===== config.mk =====
export PLATFORM = sky130hd
export DESIGN_NAME = ccip_mmio_rd_responder
export DESIGN_NICKNAME = d
export VERILOG_FILES = /design/src/rtl/ccip_mmio_rd_responder.sv
export SDC_FILE = /design/constraint.sdc
export NUM_CORES = 2
export LEC_CHECK = 0
export ABC_AREA = 1
export ABC_CLOCK_PERIOD_IN_PS = 5000
export CAP_MARGIN = 40
export CELL_PAD_IN_SITES_DETAIL_PLACEMENT = 1
export CELL_PAD_IN_SITES_GLOBAL_PLACEMENT = 2
export CORE_UTILIZATION = 43
export DETAILED_ROUTE_END_ITERATION = 8
export PLACE_DENSITY = 0.83
export SYNTH_ARGS = -nofsm -noshare
export SYNTH_HDL_FRONTEND = slang
export SYNTH_SLANG_ARGS = --single-unit

===== constraint.sdc =====
create_clock -name clk -period 5 [get_ports clk]
set_input_delay 0.5 -clock clk [delete_from_list [all_inputs] [get_ports clk]]
set_output_delay 0.5 -clock clk [all_outputs]
set_load 0.05 [all_outputs]

===== src/rtl/ccip_mmio_rd_responder.sv =====
// CCI-P MMIO read responder: queues host c0 MMIO reads, issues them in order to a CSR
// read backend, and returns each result on c2 with the original tid.
`timescale 1ns/1ps
module ccip_mmio_rd_responder #(
  parameter int MAX_OUTSTANDING = 64,
  parameter int ADDR_W          = 16,
  parameter int TID_W           = 9,
  parameter int DATA_W          = 64
) (
  input  logic                                 clk,
  input  logic                                 reset_n,
  input  logic                                 rx_mmio_rd_valid,
  input  logic [ADDR_W-1:0]                    rx_mmio_rd_addr,
  input  logic [TID_W-1:0]                     rx_mmio_rd_tid,
  input  logic [1:0]                           rx_mmio_rd_len,
  output logic                                 csr_rd_req_valid,
  output logic [ADDR_W-1:0]                    csr_rd_req_addr,
  input  logic                                 csr_rd_req_ready,
  input  logic                                 csr_rd_rsp_valid,
  input  logic [DATA_W-1:0]                    csr_rd_rsp_data,
  output logic                                 csr_rd_rsp_ready,
  output logic                                 tx_c2_rsp_valid,
  output logic [TID_W-1:0]                     tx_c2_rsp_tid,
  output logic [DATA_W-1:0]                    tx_c2_rsp_data,
  output logic [$clog2(MAX_OUTSTANDING+1)-1:0] outstanding_cnt,
  output logic                                 err_overflow,
  output logic                                 err_bad_len
);

  localparam int PTR_W = $clog2(MAX_OUTSTANDING);
  localparam int CNT_W = $clog2(MAX_OUTSTANDING+1);
  localparam logic [PTR_W:0] PTR_ONE = 1;
  localparam logic [CNT_W-1:0] CNT_ONE = 1;
  localparam logic [CNT_W-1:0] CNT_MAX = CNT_W'(MAX_OUTSTANDING);

  // REQ queue: admitted requests waiting for the backend
  logic [ADDR_W-1:0] req_addr_mem [MAX_OUTSTANDING];
  logic [TID_W-1:0]  req_tid_mem  [MAX_OUTSTANDING];
  logic              req_bad_mem  [MAX_OUTSTANDING];
  logic [PTR_W:0]    req_wr, req_rd;

  // INFL queue: requests at the backend (or bad ones) waiting to be answered
  logic [TID_W-1:0]  infl_tid_mem [MAX_OUTSTANDING];
  logic              infl_bad_mem [MAX_OUTSTANDING];
  logic [PTR_W:0]    infl_wr, infl_rd;

  logic req_empty, infl_empty, req_head_bad, infl_head_bad;
  logic admit, req_pop, infl_pop, len_bad;

  // Handshakes: a transfer happens in a cycle where valid and ready are both high at the
  // clock edge. Valid never depends on ready; rx and c2 strobes carry no backpressure.
  always_comb begin
    req_empty     = (req_wr == req_rd);
    infl_empty    = (infl_wr == infl_rd);
    req_head_bad  = req_bad_mem[req_rd[PTR_W-1:0]];
    infl_head_bad = infl_bad_mem[infl_rd[PTR_W-1:0]];
    len_bad       = rx_mmio_rd_len[1];
    // Admission uses the pre-update count; a same-cycle departure is not credited.
    admit         = rx_mmio_rd_valid && (outstanding_cnt < CNT_MAX);
    req_pop       = !req_empty && (req_head_bad || csr_rd_req_ready);
    infl_pop      = !infl_empty && (infl_head_bad || csr_rd_rsp_valid);

    csr_rd_req_valid = !req_empty && !req_head_bad;
    csr_rd_req_addr  = csr_rd_req_valid ? req_addr_mem[req_rd[PTR_W-1:0]] : '0;
    csr_rd_rsp_ready = !infl_empty && !infl_head_bad;
  end

  always_ff @(posedge clk) begin
    if (admit) begin
      req_addr_mem[req_wr[PTR_W-1:0]] <= rx_mmio_rd_addr;
      req_tid_mem[req_wr[PTR_W-1:0]]  <= rx_mmio_rd_tid;
      req_bad_mem[req_wr[PTR_W-1:0]]  <= len_bad;
    end
    if (req_pop) begin
      infl_tid_mem[infl_wr[PTR_W-1:0]] <= req_tid_mem[req_rd[PTR_W-1:0]];
      infl_bad_mem[infl_wr[PTR_W-1:0]] <= req_head_bad;
    end
  end

  always_ff @(posedge clk or negedge reset_n) begin
    if (!reset_n) begin
      req_wr          <= '0;
      req_rd          <= '0;
      infl_wr         <= '0;
      infl_rd         <= '0;
      outstanding_cnt <= '0;
      err_overflow    <= 1'b0;
      err_bad_len     <= 1'b0;
      tx_c2_rsp_valid <= 1'b0;
      tx_c2_rsp_tid   <= '0;
      tx_c2_rsp_data  <= '0;
    end else begin
      if (admit) req_wr <= req_wr + PTR_ONE;
      if (req_pop) begin
        req_rd  <= req_rd + PTR_ONE;
        infl_wr <= infl_wr + PTR_ONE;
      end
      if (infl_pop) infl_rd <= infl_rd + PTR_ONE;

      case ({admit, infl_pop})
        2'b10:   outstanding_cnt <= outstanding_cnt + CNT_ONE;
        2'b01:   outstanding_cnt <= outstanding_cnt - CNT_ONE;
        default: outstanding_cnt <= outstanding_cnt;
      endcase

      if (rx_mmio_rd_valid && !admit) err_overflow <= 1'b1;
      if (admit && len_bad)           err_bad_len  <= 1'b1;

      // Bad-length entries are answered with zero data instead of backend data.
      tx_c2_rsp_valid <= infl_pop;
      if (infl_pop) begin
        tx_c2_rsp_tid  <= infl_tid_mem[infl_rd[PTR_W-1:0]];
        tx_c2_rsp_data <= infl_head_bad ? '0 : csr_rd_rsp_data;
      end
    end
  end

endmodule

# Word-level counts from Yosys, hierarchy flattened
# Memories as Yosys holds them, arrays and structs flattened. A register that Yosys moved wholly into a read port is not among the register bits.
# Cells that the tools add are included.
[word_totals] register_bits=102 ramBits=2304 input_bits=96 mem_count=5
[memory_table] memory="req_addr_mem" depth=64 width=16 rd=1 rd_clocked_by_memory_dff=0 write_ports=1 line_no="37" source="logic [ADDR_W-1:0] req_addr_mem [MAX_OUTSTANDING];"
[memory_table] memory="infl_tid_mem" depth=64 width=9 rd=1 rd_clocked_by_memory_dff=1 write_ports=1 line_no="43" source="logic [TID_W-1:0] infl_tid_mem [MAX_OUTSTANDING];"
[memory_table] memory="req_tid_mem" depth=64 width=9 rd=1 rd_clocked_by_memory_dff=0 write_ports=1 line_no="38" source="logic [TID_W-1:0] req_tid_mem [MAX_OUTSTANDING];"
[memory_table] memory="infl_bad_mem" depth=64 width=1 rd=1 rd_clocked_by_memory_dff=0 write_ports=1 line_no="44" source="logic infl_bad_mem [MAX_OUTSTANDING];"
[memory_table] memory="req_bad_mem" depth=64 width=1 rd=1 rd_clocked_by_memory_dff=0 write_ports=1 line_no="39" source="logic req_bad_mem [MAX_OUTSTANDING];"
[op_classes] addsub=6 order_cmp=1 eq_ne=4 muxes=7 reduce_logical=16
[ops] op="2-to-1 mux 64 bit" count=1
[ops] op="adder 7 x 1 -> 7 bit, second input constant" count=5
[ops] op="2-to-1 mux 16 bit" count=1
[ops] op="== test 7 bit" count=2
[ops] op="case mux 7 bit (2 select lines)" count=1
[ops] op="logical AND 1 bit" count=7
[ops] op="< comparator 7 bit, second input constant" count=1
[ops] op="subtractor 7 x 1 -> 7 bit, second input constant" count=1
[ops] op="logical NOT 1 bit" count=6
[ops] op="2-to-1 mux 1 bit" count=4
[ops] op="== test 2 x 1 -> 1 bit, second input constant" count=1
[ops] op="== test 2 bit, second input constant" count=1
[ops] op="logical OR 1 bit" count=2
[ops] op="nonzero test 2 bit" count=1

# Longest topological paths before layout
[depth] ltp_word=5 depth_mapped=29 mapped_depth_nobuf=26

# Least setup slack after synthesis
# OpenSTA, ideal clock, no wires.
[synth_path] path_kind="reg2reg" start="register req_rd[0]" end="memory infl_tid_mem[0][7], data pin" arrival_ns=3.356 t_required_ns=4.452 path_slack_ns=1.096 stages_incl_launch_ff=14 path_buffers=6 path_cell_list="dfrtp_1 > buf_6 > inv_6 > buf_6 > buf_12 > buf_8 > buf_6 > buf_2 > nor2_1 > o22ai_1 > nand2_1 > nand4_1 > nand2_1 > a21oi_1"
[synth_between] elab_chain_cells=1
[synth_lines] element="from (decl)" line_no="40" source="logic [PTR_W:0] req_wr, req_rd;"
[synth_lines] element="from (signal assigned)" line_no="95" source="req_rd <= req_rd + PTR_ONE;"
[synth_lines] element="memory (64 x 9 bit)"
[synth_lines] element="to (decl)" line_no="43"
# Every way passes these cells.

# Final worst setup path
[layout_path] start="register req_rd[2]" end="output csr_rd_req_addr[1]"
[layout_between] elab_chain_cells=4 elab_cells_between_ends=7 cone_classes="eq/ne (1); mux (1); reduce/logical (3); memory (2)"
[layout_lines] element="memory (64 x 1 bit) / == test 7 bit (equally long branches)"
[layout_lines] element="logical NOT 1 bit" line_no="63" source="csr_rd_req_valid = !req_empty && !req_head_bad;"
[layout_lines] element="logical AND 1 bit" line_no="63"
[layout_lines] element="2-to-1 mux 16 bit *" line_no="64" source="csr_rd_req_addr = csr_rd_req_valid ? req_addr_mem[req_rd[PTR_W-1:0]] : '0;"
[layout_lines] element="to (decl)" line_no="17" source="output logic [ADDR_W-1:0] csr_rd_req_addr,"
# Every way passes the cells marked *; elsewhere a longest branch is shown, timed or not.

==> results by group <==
Outcome
  • Status: complete, no violations

Worst setup path
  • FF-to-FF setup slack: 0.58 ns
  • CP delay by family, top: buffers and inverters
  • CP dominant cell by count: buf_4
  • Max FO, Critical Path: 32
  • Worst Path Required: 4.50 ns
  • Crit path buffers/inverters: 4
  • Data arrival, critical path: 4.41 ns
  • Reg2reg end: outstanding_cnt[6]$_DFFE_PN0P_
  • Setup CP Type: flip-flop to output pin
  • Reg2reg path depth: 24
  • Slowest CP cell: dfrtp_4
  • Crit-path cells: buf_4 > nor2_4 > inv_2 > buf_4 > a21oi_1 > o31ai_1 > a31oi_1 > o21ai_1 > nand2_1 > nor2_1 > buf_12
  • Worst r2r src: infl_rd[0]$_DFFE_PN0P_
  • CP Launch Type: flip-flop
  • Largest stage delay, worst path: 0.62 ns
  • Nature of the critical path endpoint: output pin

Yosys
  • Async SR Flop Fraction: 4.60%
  • Share of the synthesized area in the top cell type: 70.3%
  • Post-synthesis simple-gate area fraction: 15.0%
  • Post-synthesis register bit count: 2415
  • XOR/XNOR Fraction of Synth Area: 0.214%
  • Adder-Cell Fraction of Synth Area: 0.147%
  • Multiplexer area fraction after synthesis: 0%
  • Cell count after synthesis: 8177
  • Synth cell count leaders: 2304 x edfxtp_1, 1806 x nand2_1, 1092 x nor2_1, 645 x nand3_1, 577 x o21ai_0
  • EDFF count, synth: 2304
  • Main combinational cell family by area after synthesis: simple AND/OR/NAND/NOR gates
  • Post-synth top flop: edfxtp_1
  • Synth unique cells: 53
  • Leading area contributor after synthesis: edfxtp_1
  • Synthesized area per cell: 12.0 µm²
  • Seq/Total Area, Yosys: 73.1%
  • Most frequent cell after synthesis: edfxtp_1
  • Syn_nets: 8284
  • Top post-synthesis cells by area: edfxtp_1 70%, nand2_1 6.9%, nor2_1 4.2%, nand3_1 3.3%, o21ai_0 2.9%
  • Compound-Gate Fraction of Synth Area: 7.71%
  • Mapped Area: 98400 µm²
  • Synth Warn #: 0

STA
  • Slew of the pin with the lowest slew margin: 0.971 ns
  • Period minus WS final: 4.91 ns
  • Setup TNS: 0 ns
  • Max-slew headroom: 35.0%
  • Final hold viol count: 0
  • RSZ-0062 raised after global routing: false
  • Final Setup Violations: 0
  • FMAX: 204 MHz
  • Max-slew violation count: 0
  • Clk_skew: 0.0606 ns
  • Final period utilization: 98.2%

Placed design
  • Post-DP Area: 105000 µm²
  • IO Port Bufs: 195
  • Placed insts: 11200
  • Post-DP HPWL: 169 mm
  • Routability cong.: 0.851

CTS
  • CTS root buf: clkbuf_16
  • Num CTS Buffers: 240
  • Maximum clock path buffer count: 3
  • Htree depth: 4
  • Clock slew at reported path FFs: 0.06 ns
  • Worst-Skew Late Latency: 0.90 ns
  • Clock Sinks: 2415
  • CTS tree: done

Layout
  • Share of post-route cells with drive strength above 1: 9.62%
  • Finished Cell Area: 112000 µm²
  • Final net count: 8519
  • Fin cells: 11600
  • P&R area growth vs syn: 14.2%

Die
  • Num rows: 175
  • Initial Util: 43.3%
  • Die Ht: 480 µm
  • Die area: 231000 µm²
  • Die width: 480 µm
  • # IOs: 197
  • Core Area: 227000 µm²

GRT
  • Global Route Usage Sum: 26.0%
  • First-pass GRT wire length: 448 mm
  • Vias in the first global route: 69700
  • GRT overflow: 0
  • Largest net degree at the start of global routing: 164
  • Antenna violations before repair: 4

Detailed routing
  • Via count: 66800
  • WL per Instance: 26.2 µm
  • Post-route ant nets: 0
  • DRT iter0 DRCs: 6571
  • DR vias/cell: 5.74
  • Routed wire length: 305 mm
  • DR pass1 iterations: 6
  • Post-route DRC: 0

Worst hold path
  • Hold depth: 5
  • Min-Delay Startpoint: csr_rd_rsp_data[17]
  • Min-Delay Endpoint: tx_c2_rsp_data[17]$_DFFE_PN0P_
  • Hold Crit Class: input port to flip-flop

Power and ir drop
  • Worst VDD drop: 0.942 mV
  • LEAKAGE: 39.6 nW
  • Total power: 0.0728 W
  • P per Cell Area: 648 nW/µm²

Flow run
  • Max-cap violations: 0
## final cells by class
type	count	area [µm²]
fill	23400	115000
sequential	2415	72000
multi-input combinational	5016	23200
clock buffer	318	6500
timing repair buffer	517	4900
tap	3009	3760
clock inverter	125	1080
inverter	221	888
timing repair inverter	1	11.3
antenna	3	7.51
## logic make-up after synthesis
family,Yosys count
AOI/OAI and AO/OA,1342
xor gates and xnor gates,24
adders and majority gates,11
buffers and inverters,746
DFF,2415
and+or+nand+nor,3639
## power by group
| group | switching [W] | total (W) | internal [W] |
|---|---|---|---|
| logic | 0.0215 | 0.0291 | 0.00757 |
| registers | 0.000624 | 0.0262 | 0.0256 |
| clock network | 0.00780 | 0.0176 | 0.00978 |
| total | 0.0299 | 0.0728 | 0.0429 |
## layout by cell type, fill, tap and decap left out, drive strengths merged, types with 17 or more instances in the layout
cell type | Yosys | layout
edfxtp | 2304 | 2304
nand2 | 1809 | 1809
nor2 | 1094 | 1094
nand3 | 649 | 649
o21ai | 612 | 612
a21oi | 379 | 379
buf | 379 | 365
clkbuf | 146 | 318
inv | 220 | 227
clkdlybuf4s50 | 0 | 150
dfrtp | 111 | 111
clkinv | 1 | 101
o211ai | 94 | 94
o22ai | 84 | 84
a22oi | 80 | 80
nor3 | 42 | 42
o221ai | 41 | 41
nand4 | 23 | 23
o31ai | 21 | 21
xor2 | 18 | 18
or2 | 17 | 17
## per-layer routing
metal  vias up  wire [µm]  GRT usage, %  part of all wire [%]
met3       506      18700          3.57                   6.1
li1      29500          -             -                     -
met1     34600     126000          34.2                    41
met2      2253     150000          44.3                    49
met5         -          0             0                     0
met4         0      10500          8.93                   3.4
## state kept, by name, summed over array words and instances (netlist names)
register	cells
req_addr_mem	1024
infl_tid_mem	576
req_tid_mem	576
infl_bad_mem	64
req_bad_mem	64
tx_c2_rsp_data	64
tx_c2_rsp_tid	9
infl_rd	7
infl_wr	7
outstanding_cnt	7
req_rd	7
req_wr	7
err_bad_len	1
err_overflow	1
tx_c2_rsp_valid	1
## worst min-delay path, cell delays in order
cell	delay (ns)
clkdlybuf4s50_1	0.40
nand2_1	0.07
inv_1	0.03
nand3_1	0.06
nand2_1	0.05
## metrics by stage
step	hold slack, ns	worst slack (ns)	util [%]
after floorplan	0.204	1.10	-
after global placement	0.453	0.622	46.0
after detailed placement	0.459	0.616	46.0
after CTS	0.228	0.00199	49.4
after global routing	0.279	0.0349	49.4
final	0.279	0.0917	49.4
## what timing repair did
item	CTS	global route
gates resized for setup	1	3
endpoints found under the setup margin	1	8
hold endpoints to repair	72	0
hold buffers	2	0
cloned	0	1
setup buffers	0	5
## worst max path at each step
stage,start,end,slack [ns],cells past startpoint
global route,req_rd[1]$_DFFE_PN0P_,csr_rd_req_addr[11],0.03,13
finish,req_rd[2]$_DFFE_PN0P_,csr_rd_req_addr[1],0.09,11
floorplan,req_rd[0]$_DFFE_PN0P_,infl_tid_mem[0][7]$_DFFE_PP_,1.10,13
detailed placement,infl_rd[0]$_DFFE_PN0P_,outstanding_cnt[6]$_DFFE_PN0P_,0.62,26
global placement,infl_rd[0]$_DFFE_PN0P_,outstanding_cnt[6]$_DFFE_PN0P_,0.62,26
CTS,req_rd[0]$_DFFE_PN0P_,csr_rd_req_addr[15],0.002,11
Power figures use the tool's default switching activity.
